File: config.mk
export PLATFORM = sky130hd
export DESIGN_NAME = serial_addsub
export DESIGN_NICKNAME = d
export VERILOG_FILES = /design/src/rtl/serial_addsub_pkg.sv /design/src/rtl/serial_addsub_fas.sv /design/src/rtl/serial_addsub.sv
export SDC_FILE = /design/constraint.sdc
export NUM_CORES = 1
export LEC_CHECK = 0
export CORE_ASPECT_RATIO = 0.6
export CORE_UTILIZATION = 37
export DETAILED_ROUTE_END_ITERATION = 8
export DONT_BUFFER_PORTS = 1
export GPL_TIMING_DRIVEN = 0
export HOLD_SLACK_MARGIN = 0.08
export RECOVER_POWER = 50
export SYNTH_ARGS = -nofsm -noshare
export SYNTH_HDL_FRONTEND = slang
export SYNTH_SLANG_ARGS = --single-unit
export TNS_END_PERCENT = 20
File: constraint.sdc
create_clock -name clk -period 2.1 [get_ports clk]
set_clock_uncertainty 0.2 [all_clocks]
set_input_delay 0.315 -clock clk [delete_from_list [all_inputs] [get_ports clk]]
set_output_delay 0.315 -clock clk [all_outputs]
set_load 0.01 [all_outputs]
File: src/rtl/serial_addsub_pkg.sv
// Shared types and constants for the bit-serial adder/subtractor.
// Imported by the sequencer and by anything driving its mode input.
package serial_addsub_pkg;

    typedef enum logic [1:0] {
        IDLE = 2'd0,
        RUN  = 2'd1,
        DONE = 2'd2
    } state_t;

    localparam logic MODE_ADD = 1'b1;
    localparam logic MODE_SUB = 1'b0;

endpackage

File: src/rtl/serial_addsub_fas.sv
// Single-bit full adder/subtractor cell built from nand/or/xnor terms.
// a_ns=1 adds with carry; a_ns=0 subtracts a-b with borrow in/out.
module fas #(
    parameter int nand_tpd = 1,
    parameter int or_tpd   = 1,
    parameter int xnor_tpd = 1
) (
    input  logic a,
    input  logic b,
    input  logic ci,
    input  logic a_ns,
    output logic s,
    output logic co
);

    generate
        if (nand_tpd + or_tpd + xnor_tpd >= 0) begin : g_cell
            logic ax;
            logic t;
            logic gn;
            logic pn;

            // Inverting a in subtract mode turns the carry chain into a borrow chain.
            assign ax = a ~^ a_ns;
            assign t  = ax ^ b;
            assign gn = ~(ax & b);
            assign pn = ~(t & ci);
            assign s  = (t ^ ci) ~^ a_ns;
            assign co = ~(gn & pn);
        end else begin : g_tie
            assign s  = 1'b0;
            assign co = 1'b0;
        end
    endgenerate

endmodule

File: src/rtl/serial_addsub.sv
// Bit-serial adder/subtractor: operands stream LSB-first through one
// fas cell with a registered carry/borrow; full word returned on done.
module serial_addsub
    import serial_addsub_pkg::*;
#(
    parameter int WIDTH    = 8,
    parameter int NAND_TPD = 1,
    parameter int OR_TPD   = 1,
    parameter int XNOR_TPD = 1
) (
    input  logic             clk,
    input  logic             rst,
    input  logic             start,
    input  logic             a_ns,
    input  logic [WIDTH-1:0] a,
    input  logic [WIDTH-1:0] b,
    output logic             busy,
    output logic             done,
    output logic [WIDTH-1:0] result,
    output logic             cout,
    output logic             ovf
);

    localparam int CW = (WIDTH > 1) ? $clog2(WIDTH) : 1;
    localparam logic [CW-1:0] CNT_LAST = CW'(WIDTH - 1);

    state_t           state;
    logic [CW-1:0]    cnt;
    logic [WIDTH-1:0] a_sh;
    logic [WIDTH-1:0] b_sh;
    logic [WIDTH-2:0] res_sh;
    logic             carry;
    logic             mode;
    logic             a_sgn;
    logic             b_sgn;

    logic             fas_s;
    logic             fas_co;
    logic [WIDTH-1:0] res_next;
    logic             ovf_next;

    fas #(
        .nand_tpd(NAND_TPD),
        .or_tpd  (OR_TPD),
        .xnor_tpd(XNOR_TPD)
    ) u_fas (
        .a   (a_sh[0]),
        .b   (b_sh[0]),
        .ci  (carry),
        .a_ns(mode),
        .s   (fas_s),
        .co  (fas_co)
    );

    // The newest sum bit enters at the MSB; after WIDTH shifts the word is aligned.
    assign res_next = {fas_s, res_sh};

    always_comb begin
        ovf_next = 1'b0;
        if (mode == MODE_ADD)
            ovf_next = (a_sgn == b_sgn) && (fas_s != a_sgn);
        else
            ovf_next = (a_sgn != b_sgn) && (fas_s != a_sgn);
    end

    assign busy = (state == RUN);
    assign done = (state == DONE);

    always_ff @(posedge clk or posedge rst) begin
        if (rst) begin
            state  <= IDLE;
            cnt    <= '0;
            a_sh   <= '0;
            b_sh   <= '0;
            res_sh <= '0;
            carry  <= 1'b0;
            mode   <= 1'b0;
            a_sgn  <= 1'b0;
            b_sgn  <= 1'b0;
            result <= '0;
            cout   <= 1'b0;
            ovf    <= 1'b0;
        end else begin
            unique case (state)
                IDLE, DONE: begin
                    if (start) begin
                        a_sh   <= a;
                        b_sh   <= b;
                        res_sh <= '0;
                        mode   <= a_ns;
                        a_sgn  <= a[WIDTH-1];
                        b_sgn  <= b[WIDTH-1];
                        carry  <= 1'b0;
                        cnt    <= '0;
                        state  <= RUN;
                    end else begin
                        state  <= IDLE;
                    end
                end
                RUN: begin
                    a_sh   <= a_sh >> 1;
                    b_sh   <= b_sh >> 1;
                    res_sh <= res_next[WIDTH-1:1];
                    carry  <= fas_co;
                    cnt    <= cnt + 1'b1;
                    if (cnt == CNT_LAST) begin
                        result <= res_next;
                        cout   <= fas_co;
                        ovf    <= ovf_next;
                        state  <= DONE;
                    end
                end
                default: state <= IDLE;
            endcase
        end
    end

endmodule

==> load_flow_metrics.sql, run 1 <==
INSERT INTO impl_metrics (metric_group, metric, value, unit) VALUES
('timing', 'timing.final.max_slew_violations', '0', ''),
('clock_tree', 'post_cts_resize_count', '0', ''),
('cells_and_area', 'layout.filler_cells', '398', ''),
('floorplanning', 'floorplan.initialDensity', '40.3', '%'),
('power_and_ir_drop', 'comb_power_share', '36.9', '%'),
('timing', 'tns', '0', 'ns'),
('critical_path', 'arrival', '1.90', 'ns'),
('placed_design', 'placement.setup.worst_slack', '0.193', 'ns'),
('floorplanning', 'die_area', '0.00495', 'mm2'),
('hold_path', 'worst_hold_path_type', 'in2reg', ''),
('cells_and_area', 'antenna_cells', '0', ''),
('route', 'drtAntennaViolNets', '0', ''),
('critical_path', 'path_cells', 'ha_1 > ha_1 > nand3b_1 > buf_2 > mux2_1', ''),
('yosys', 'postSynthAreaPerCell', '11.6', 'um2'),
('clock_tree', 'htree_levels', '2', ''),
('yosys', 'netlist_area', '0.00172', 'mm2'),
('route', 'detail_route.first_pass.iterations', '4', ''),
('power_and_ir_drop', 'power.sequential.fraction', '45.3', '%'),
('route', 'wl_met1', '1.68', 'mm'),
('grt', 'grt_max_degree', '43', ''),
('power_and_ir_drop', 'internal_power_of_the_cells', '2100', 'uW'),
('outcome', 'run_status', 'completed', ''),
('timing', 'worst_slew_margin_rel', '43.6', '%'),
('clock_tree', 'clock_insertion_delay_worst_skew', '0.29', 'ns'),
('clock_tree', 'clockRootBuffer', 'clkbuf_8', ''),
('route', 'wire_per_inst', '15.3', 'um'),
('yosys', 'synthCells', '148', ''),
('critical_path', 'worstPathMaxFanout', '10', ''),
('route', 'detailed_route_wl', '3.58', 'mm'),
('critical_path', 'r2r_cells', '5', ''),
('power_and_ir_drop', 'power.ir.vdd_worst', '542', 'uV'),
('yosys', 'synth_cell_types', '25', ''),
('critical_path', 'slowest_stage', 'dfrtp_1', ''),
('placed_design', 'place.port_buffers', '0', ''),
('critical_path', 'r2r_end', 'result[6]', ''),
('floorplanning', 'io_pins', '32', ''),
('cells_and_area', 'area_growth', '20.8', '%'),
('critical_path', 'critical-path-top-delay-family', 'flip-flops', ''),
('critical_path', 'crit_path_start', 'cnt[0]', ''),
('power_and_ir_drop', 'power.share.switching', '36.8', '%'),
('power_and_ir_drop', 'report.power.total', '3330', 'uW'),
('timing', 'finalWorstSetupSlack', '0.168', 'ns'),
('yosys', 'postSynthRegisterBits', '42', ''),
('yosys', 'yosys_warnings', '0', ''),
('route', 'wl_met3', '195', 'um'),
('timing', 'timing.final.crit_share', '92.0', '%'),
('yosys', 'async_reset_ff_share', '100', '%'),
('grt', 'grt.overflow.total', '0', ''),
('timing', 'timing_worst_slew_pin_value', '0.845', 'ns'),
('power_and_ir_drop', 'netSwitchingPower', '1220', 'uW'),
('clock_tree', 'clock_tree.buffer_depth', '2', ''),
('route', 'dr_wl_met2', '1.68', 'mm'),
('timing', 'max_freq', '518', 'MHz'),
('timing', 'min_period', '1.93', 'ns'),
('timing', 'hold_violations', '0', ''),
('clock_tree', 'cts_tree', 'built', ''),
('critical_path', 'worst_setup_path_endpoint', 'result[6]', ''),
('route', 'drt-vias-per-instance', '5.18', ''),
('critical_path', 'cp.depth', '5', ''),
('critical_path', 'reg2reg_setup_slack', '0.17', 'ns'),
('route', 'drt_drc_violations_left', '0', ''),
('critical_path', 'timing.critical_path.mode_cell', 'ha_1', ''),
('grt', 'global_route.usage.total', '16.1', '%'),
('power_and_ir_drop', 'power_per_cell_area', '1600', 'mW/mm2'),
('cells_and_area', 'drive_gt1_share', '10.9', '%'),
('yosys', 'post_synthesis_net_count', '171', ''),
('placed_design', 'place_congestion', '0.734', ''),
('critical_path', 'critical-path-max-stage-delay', '0.41', 'ns'),
('power_and_ir_drop', 'power_leakage', '0.000935', 'uW'),
('critical_path', 'worstPathRequired', '2.07', 'ns'),
('clock_tree', 'clk_pin_slew_worst_paths', '0.08', 'ns');
## power groups by stage
stage | Combinational [uW] | Sequential (uW) | Clock [uW]
4_1_cts | 1250 | 1510 | 605
3_3_place_gp | 1160 | 1500 | 0
2_1_floorplan | 987 | 1440 | 0
3_5_place_dp | 1210 | 1530 | 0
6_report | 1230 | 1510 | 592
5_1_grt | 1380 | 1550 | 638
## worst register-to-register path: stages, from the launching register on
cell and delay, ns:
dfrtp_1 0.41, ha_1 0.21, ha_1 0.19, nand3b_1 0.18, buf_2 0.27, mux2_1 0.35
## kinds of logic after synthesis
logic type | Yosys count | synth area share [%]
AND/OR/NAND/NOR | 48 | 12.8
XOR/XNOR | 3 | 1.52
flip-flops | 42 | 61.0
adder cells (fa/ha/maj) | 3 | 2.61
multiplexers | 9 | 5.81
buffers and inverters | 13 | 3.99
AO/OA/AOI/OAI | 30 | 12.3
## registers in the layout, summed over array words and instances, names as in the netlist, 2 cells and up
signal and flops:
cnt 3, state 2, b_sh 8, a_sh 8
result 8, res_sh 7
## Yosys cell counts, types with 2 or more instances
library cell | instances | area share, %
mux2_2 | 3 | 2.0
o21ai_0 | 2 | 0.58
buf_4 | 2 | 0.87
o21ai_1 | 2 | 0.58
xor2_1 | 2 | 1.0
buf_2 | 8 | 2.3
dfrtp_1 | 42 | 61
o22ai_1 | 14 | 5.1
nor3_1 | 14 | 4.1
ha_1 | 2 | 1.5
a22o_1 | 11 | 5.6
mux2_1 | 5 | 3.3
nor2b_1 | 4 | 1.5
inv_1 | 2 | 0.44
nand2_1 | 11 | 2.4
nor2_1 | 14 | 3.0
nand2b_1 | 2 | 0.73
## how the worst min path moves through the flow
stage	startpoint	to	slack [ns]	depth (start not counted)
after global placement	a[7]	a_sgn	0.22	2
after global routing	start	res_sh[5]	0.28	3
after detailed placement	rst	result[4]	0.22	1
after floorplan	a[7]	a_sgn	0.22	2
after CTS	start	res_sh[4]	0.25	3
final	start	res_sh[4]	0.27	3
## through the flow
stage / hold slack, ns / cells / area (um2)
2_1_floorplan: 0.220 / 148 / 1720
3_3_place_gp: 0.223 / 208 / 1800
3_5_place_dp: 0.221 / 208 / 1800
4_1_cts: 0.254 / 234 / 2090
5_1_grt: 0.284 / 234 / 2080
6_report: 0.266 / 234 / 2080
## metal layers
metal  vias to the layer above  track usage (%)
li1                        570                -
met1                       609             21.9
met2                        29             24.9
met3                         4             5.14
met4                         0             4.84
met5                         -                0
## cell usage in the layout (no fill, tap or decap), drive strengths merged
master	synthesis	layout
a22o	11	11
inv	3	3
fa	1	1
xor2	2	2
nand2	11	11
o2bb2ai	1	1
buf	10	6
nor2	15	15
nor2b	4	4
o21ai	4	4
dfrtp	42	42
clkbuf	0	12
ha	2	2
nand3	1	1
nand2b	2	2
nor3	14	14
nand3b	1	1
mux2i	1	1
mux2	8	8
xnor2	1	1
o22ai	14	14
dlygate4sd3	0	18
## timing repair
item                                   in CTS  in global routing
endpoints found under the hold margin      61                  0
buffers inserted                            0                  0
hold buffers                               18                  0
## cell type report
cell class	instances	area [um2]	area share, %
plain buffers	10	50.0	2.40
clock buffers	8	110	5.29
well taps	60	75.1	3.61
multi-input cells	93	602	28.9
inverters	3	13.8	0.661
flip-flops and latches	42	1050	50.5
repair buffers	18	180	8.65
Note: power is estimated with default switching activity, not from simulation.
==> run 2, diff against run 1 <==
--- a/config.mk
+++ b/config.mk
@@ -10,7 +10,7 @@
 export DETAILED_ROUTE_END_ITERATION = 8
 export DONT_BUFFER_PORTS = 1
 export GPL_TIMING_DRIVEN = 0
-export HOLD_SLACK_MARGIN = 0.08
+export HOLD_SLACK_MARGIN = 0.02
 export RECOVER_POWER = 50
 export SYNTH_ARGS = -nofsm -noshare
 export SYNTH_HDL_FRONTEND = slang
==> run 2 against run 1 <==
Non-clock buffer count down 11. Sequential share of layout area up 2.9 points. Setup slack better by 0.0065 ns. Register-to-register slack about the same. Worst hold slack worse by 0.25 ns. Sequential power about the same. Critical path depth unchanged. Fmax up 0.34%. Wire length down 1.8%. Critical path type unchanged.
==> load_flow_metrics.sql, run 2 (synthesis results as in run 1) <==
INSERT INTO impl_metrics (metric_group, metric, value, unit) VALUES
('timing', 'worst_slew_margin_rel', '42.8', '%'),
('clock_tree', 'postCtsSetupBuffers', '0', ''),
('route', 'detail_route.first_pass.iterations', '4', ''),
('power_and_ir_drop', 'power_leakage', '0.000885', 'uW'),
('timing', 'setup_viol', '0', ''),
('floorplanning', 'floorplan.initialDensity', '40.3', '%'),
('cells_and_area', 'largest_registers', 'a_sh x8, b_sh x8, result x8', ''),
('cells_and_area', 'most-common-layout-cells', 'dfrtp_1 (42), nor2_1 (15), o22ai_1 (14), nor3_1 (14)', ''),
('timing', 'timing.final.crit_share', '91.7', '%'),
('power_and_ir_drop', 'power.ir.vdd_worst', '518', 'uV'),
('floorplanning', 'io_pins', '32', ''),
('timing', 'hold_violations', '0', ''),
('route', 'drtAntennaViolNets', '0', ''),
('cells_and_area', 'most_common_cell_after_layout_fill_and_taps_aside', 'dfrtp_1', ''),
('timing', 'max_freq', '519', 'MHz'),
('critical_path', 'worstPathMaxFanout', '10', ''),
('route', 'route.vias.total', '1160', ''),
('cells_and_area', 'antenna_cells', '0', ''),
('clock_tree', 'clock_tree.buffer_depth', '2', ''),
('outcome', 'run_status', 'completed', ''),
('clock_tree', 'htree_levels', '2', ''),
('critical_path', 'critPathKind', 'reg2reg', ''),
('clock_tree', 'cts_made_buffers', '5', ''),
('timing', 'grt_setup_unrepaired', 'no', ''),
('critical_path', 'critical_path.startpoint_type', 'flop', ''),
('timing', 'min_period', '1.93', 'ns'),
('hold_path', 'worst_hold_path_type', 'in2reg', ''),
('floorplanning', 'chipWidth', '90.1', 'um'),
('placed_design', 'dp.final_hpwl', '2.50', 'mm'),
('clock_tree', 'clock_insertion_delay_worst_skew', '0.29', 'ns'),
('placed_design', 'placement.setup.worst_slack', '0.193', 'ns'),
('route', 'drt-initial-drc-count', '51', ''),
('cells_and_area', 'final_net_count', '185', ''),
('timing', 'tns', '0', 'ns'),
('cells_and_area', 'layout.filler_cells', '403', ''),
('route', 'wire_per_inst', '15.7', 'um'),
('critical_path', 'worstPathRequired', '2.07', 'ns'),
('floorplanning', 'floorplan.core_area', '0.00428', 'mm2'),
('placed_design', 'place_congestion', '0.734', ''),
('route', 'drt-vias-per-instance', '5.20', ''),
('grt', 'grt.overflow.total', '0', ''),
('grt', 'grt_pass1_vias', '1148', ''),
('grt', 'grt_pass1_wl', '5.87', 'mm'),
('critical_path', 'arrival', '1.90', 'ns'),
('cells_and_area', 'drive_gt1_share', '11.0', '%'),
('job', 'drv.max_cap_violation_count', '0', ''),
('route', 'detailed_route_wl', '3.51', 'mm'),
('floorplanning', 'die_area', '0.00495', 'mm2'),
('timing', 'finalWorstSetupSlack', '0.174', 'ns'),
('timing', 'timing.final.max_slew_violations', '0', ''),
('route', 'drt_drc_violations_left', '0', ''),
('critical_path', 'crit_path_end_kind', 'flop', ''),
('placed_design', 'place.port_buffers', '0', ''),
('cells_and_area', 'multi_input_comb_area', '602', 'um2'),
('grt', 'grt_max_degree', '43', ''),
('clock_tree', 'clk_pin_slew_worst_paths', '0.08', 'ns'),
('clock_tree', 'tritoncts_num_sinks', '42', ''),
('grt', 'number_of_antenna_violations_at_the_first_check_in_global_routing', '0', ''),
('grt', 'global_route.usage.total', '15.8', '%'),
('cells_and_area', 'area_growth', '14.3', '%'),
('power_and_ir_drop', 'power_per_cell_area', '1680', 'mW/mm2'),
('floorplanning', 'placement_rows', '18', ''),
('cells_and_area', 'regArea', '0.00105', 'mm2'),
('clock_tree', 'cts_tree', 'built', ''),
('timing', 'timing_worst_slew_pin_value', '0.857', 'ns'),
('clock_tree', 'clockRootBuffer', 'clkbuf_8', ''),
('floorplanning', 'die-height', '54.9', 'um');
## run 2: power breakdown
part           switching, uW  internal (uW)
sequential               305           1200
combinational            646            558
clock                    263            332
total                   1210           2090
## run 2: cell type report
cell class | instances | share of cell area, %
flip-flops and latches | 42 | 53.3
multi-input cells | 93 | 30.5
clock buffers | 8 | 5.59
well taps | 60 | 3.81
repair buffers | 7 | 3.56
plain buffers | 10 | 2.48
inverters | 3 | 0.698
## run 2: repair_timing
action | 4_1_cts | 5_1_grt
hold endpoints to repair | 50 | 0
hold buffers | 7 | 0
gates resized for setup | 0 | 0
## run 2: worst max-delay path, cell delays in order, from the launching register on
cell	delay, ns
dfrtp_1	0.41
ha_1	0.21
ha_1	0.19
nand3b_1	0.17
buf_2	0.27
mux2_1	0.35
## run 2: path summary, 6_finish.rpt
| check | to | startpoint | slack (ns) | cells past startpoint |
|---|---|---|---|---|
| max | result[6] | cnt[0] | 0.17 | 5 |
| min | a_sh[5] | a[5] | 0.02 | 2 |
| max reg2reg | result[6] | cnt[0] | 0.17 | 5 |
| min reg2reg | cnt[0] | cnt[0] | 0.30 | 1 |
| max in group asynchronous | result[0] | rst | 0.71 | 2 |
| min in group asynchronous | ovf | rst | 0.46 | 2 |
## run 2: stage by stage
step | hold slack, ns | instance area [um2] | power [uW] | utilization (%) | std cells
floorplan | 0.220 | 1720 | 2430 | - | 148
global placement | 0.223 | 1800 | 2650 | 42.0 | 208
detailed placement | 0.221 | 1800 | 2730 | 42.0 | 208
CTS | 0.0215 | 1980 | 3340 | 46.3 | 223
global route | 0.0283 | 1970 | 3550 | 46.1 | 223
finish | 0.0171 | 1970 | 3300 | 46.1 | 223
## run 2: layer usage
metal  wire [um]  share of wire, %  up-vias  global-route usage, %
li1            -                 -      551                      -
met5           0                 0        -                      0
met4          21              0.60        0                   4.84
met1        1710                49      578                   21.4
met3         224               6.4        4                   5.69
met2        1550                44       27                   24.0
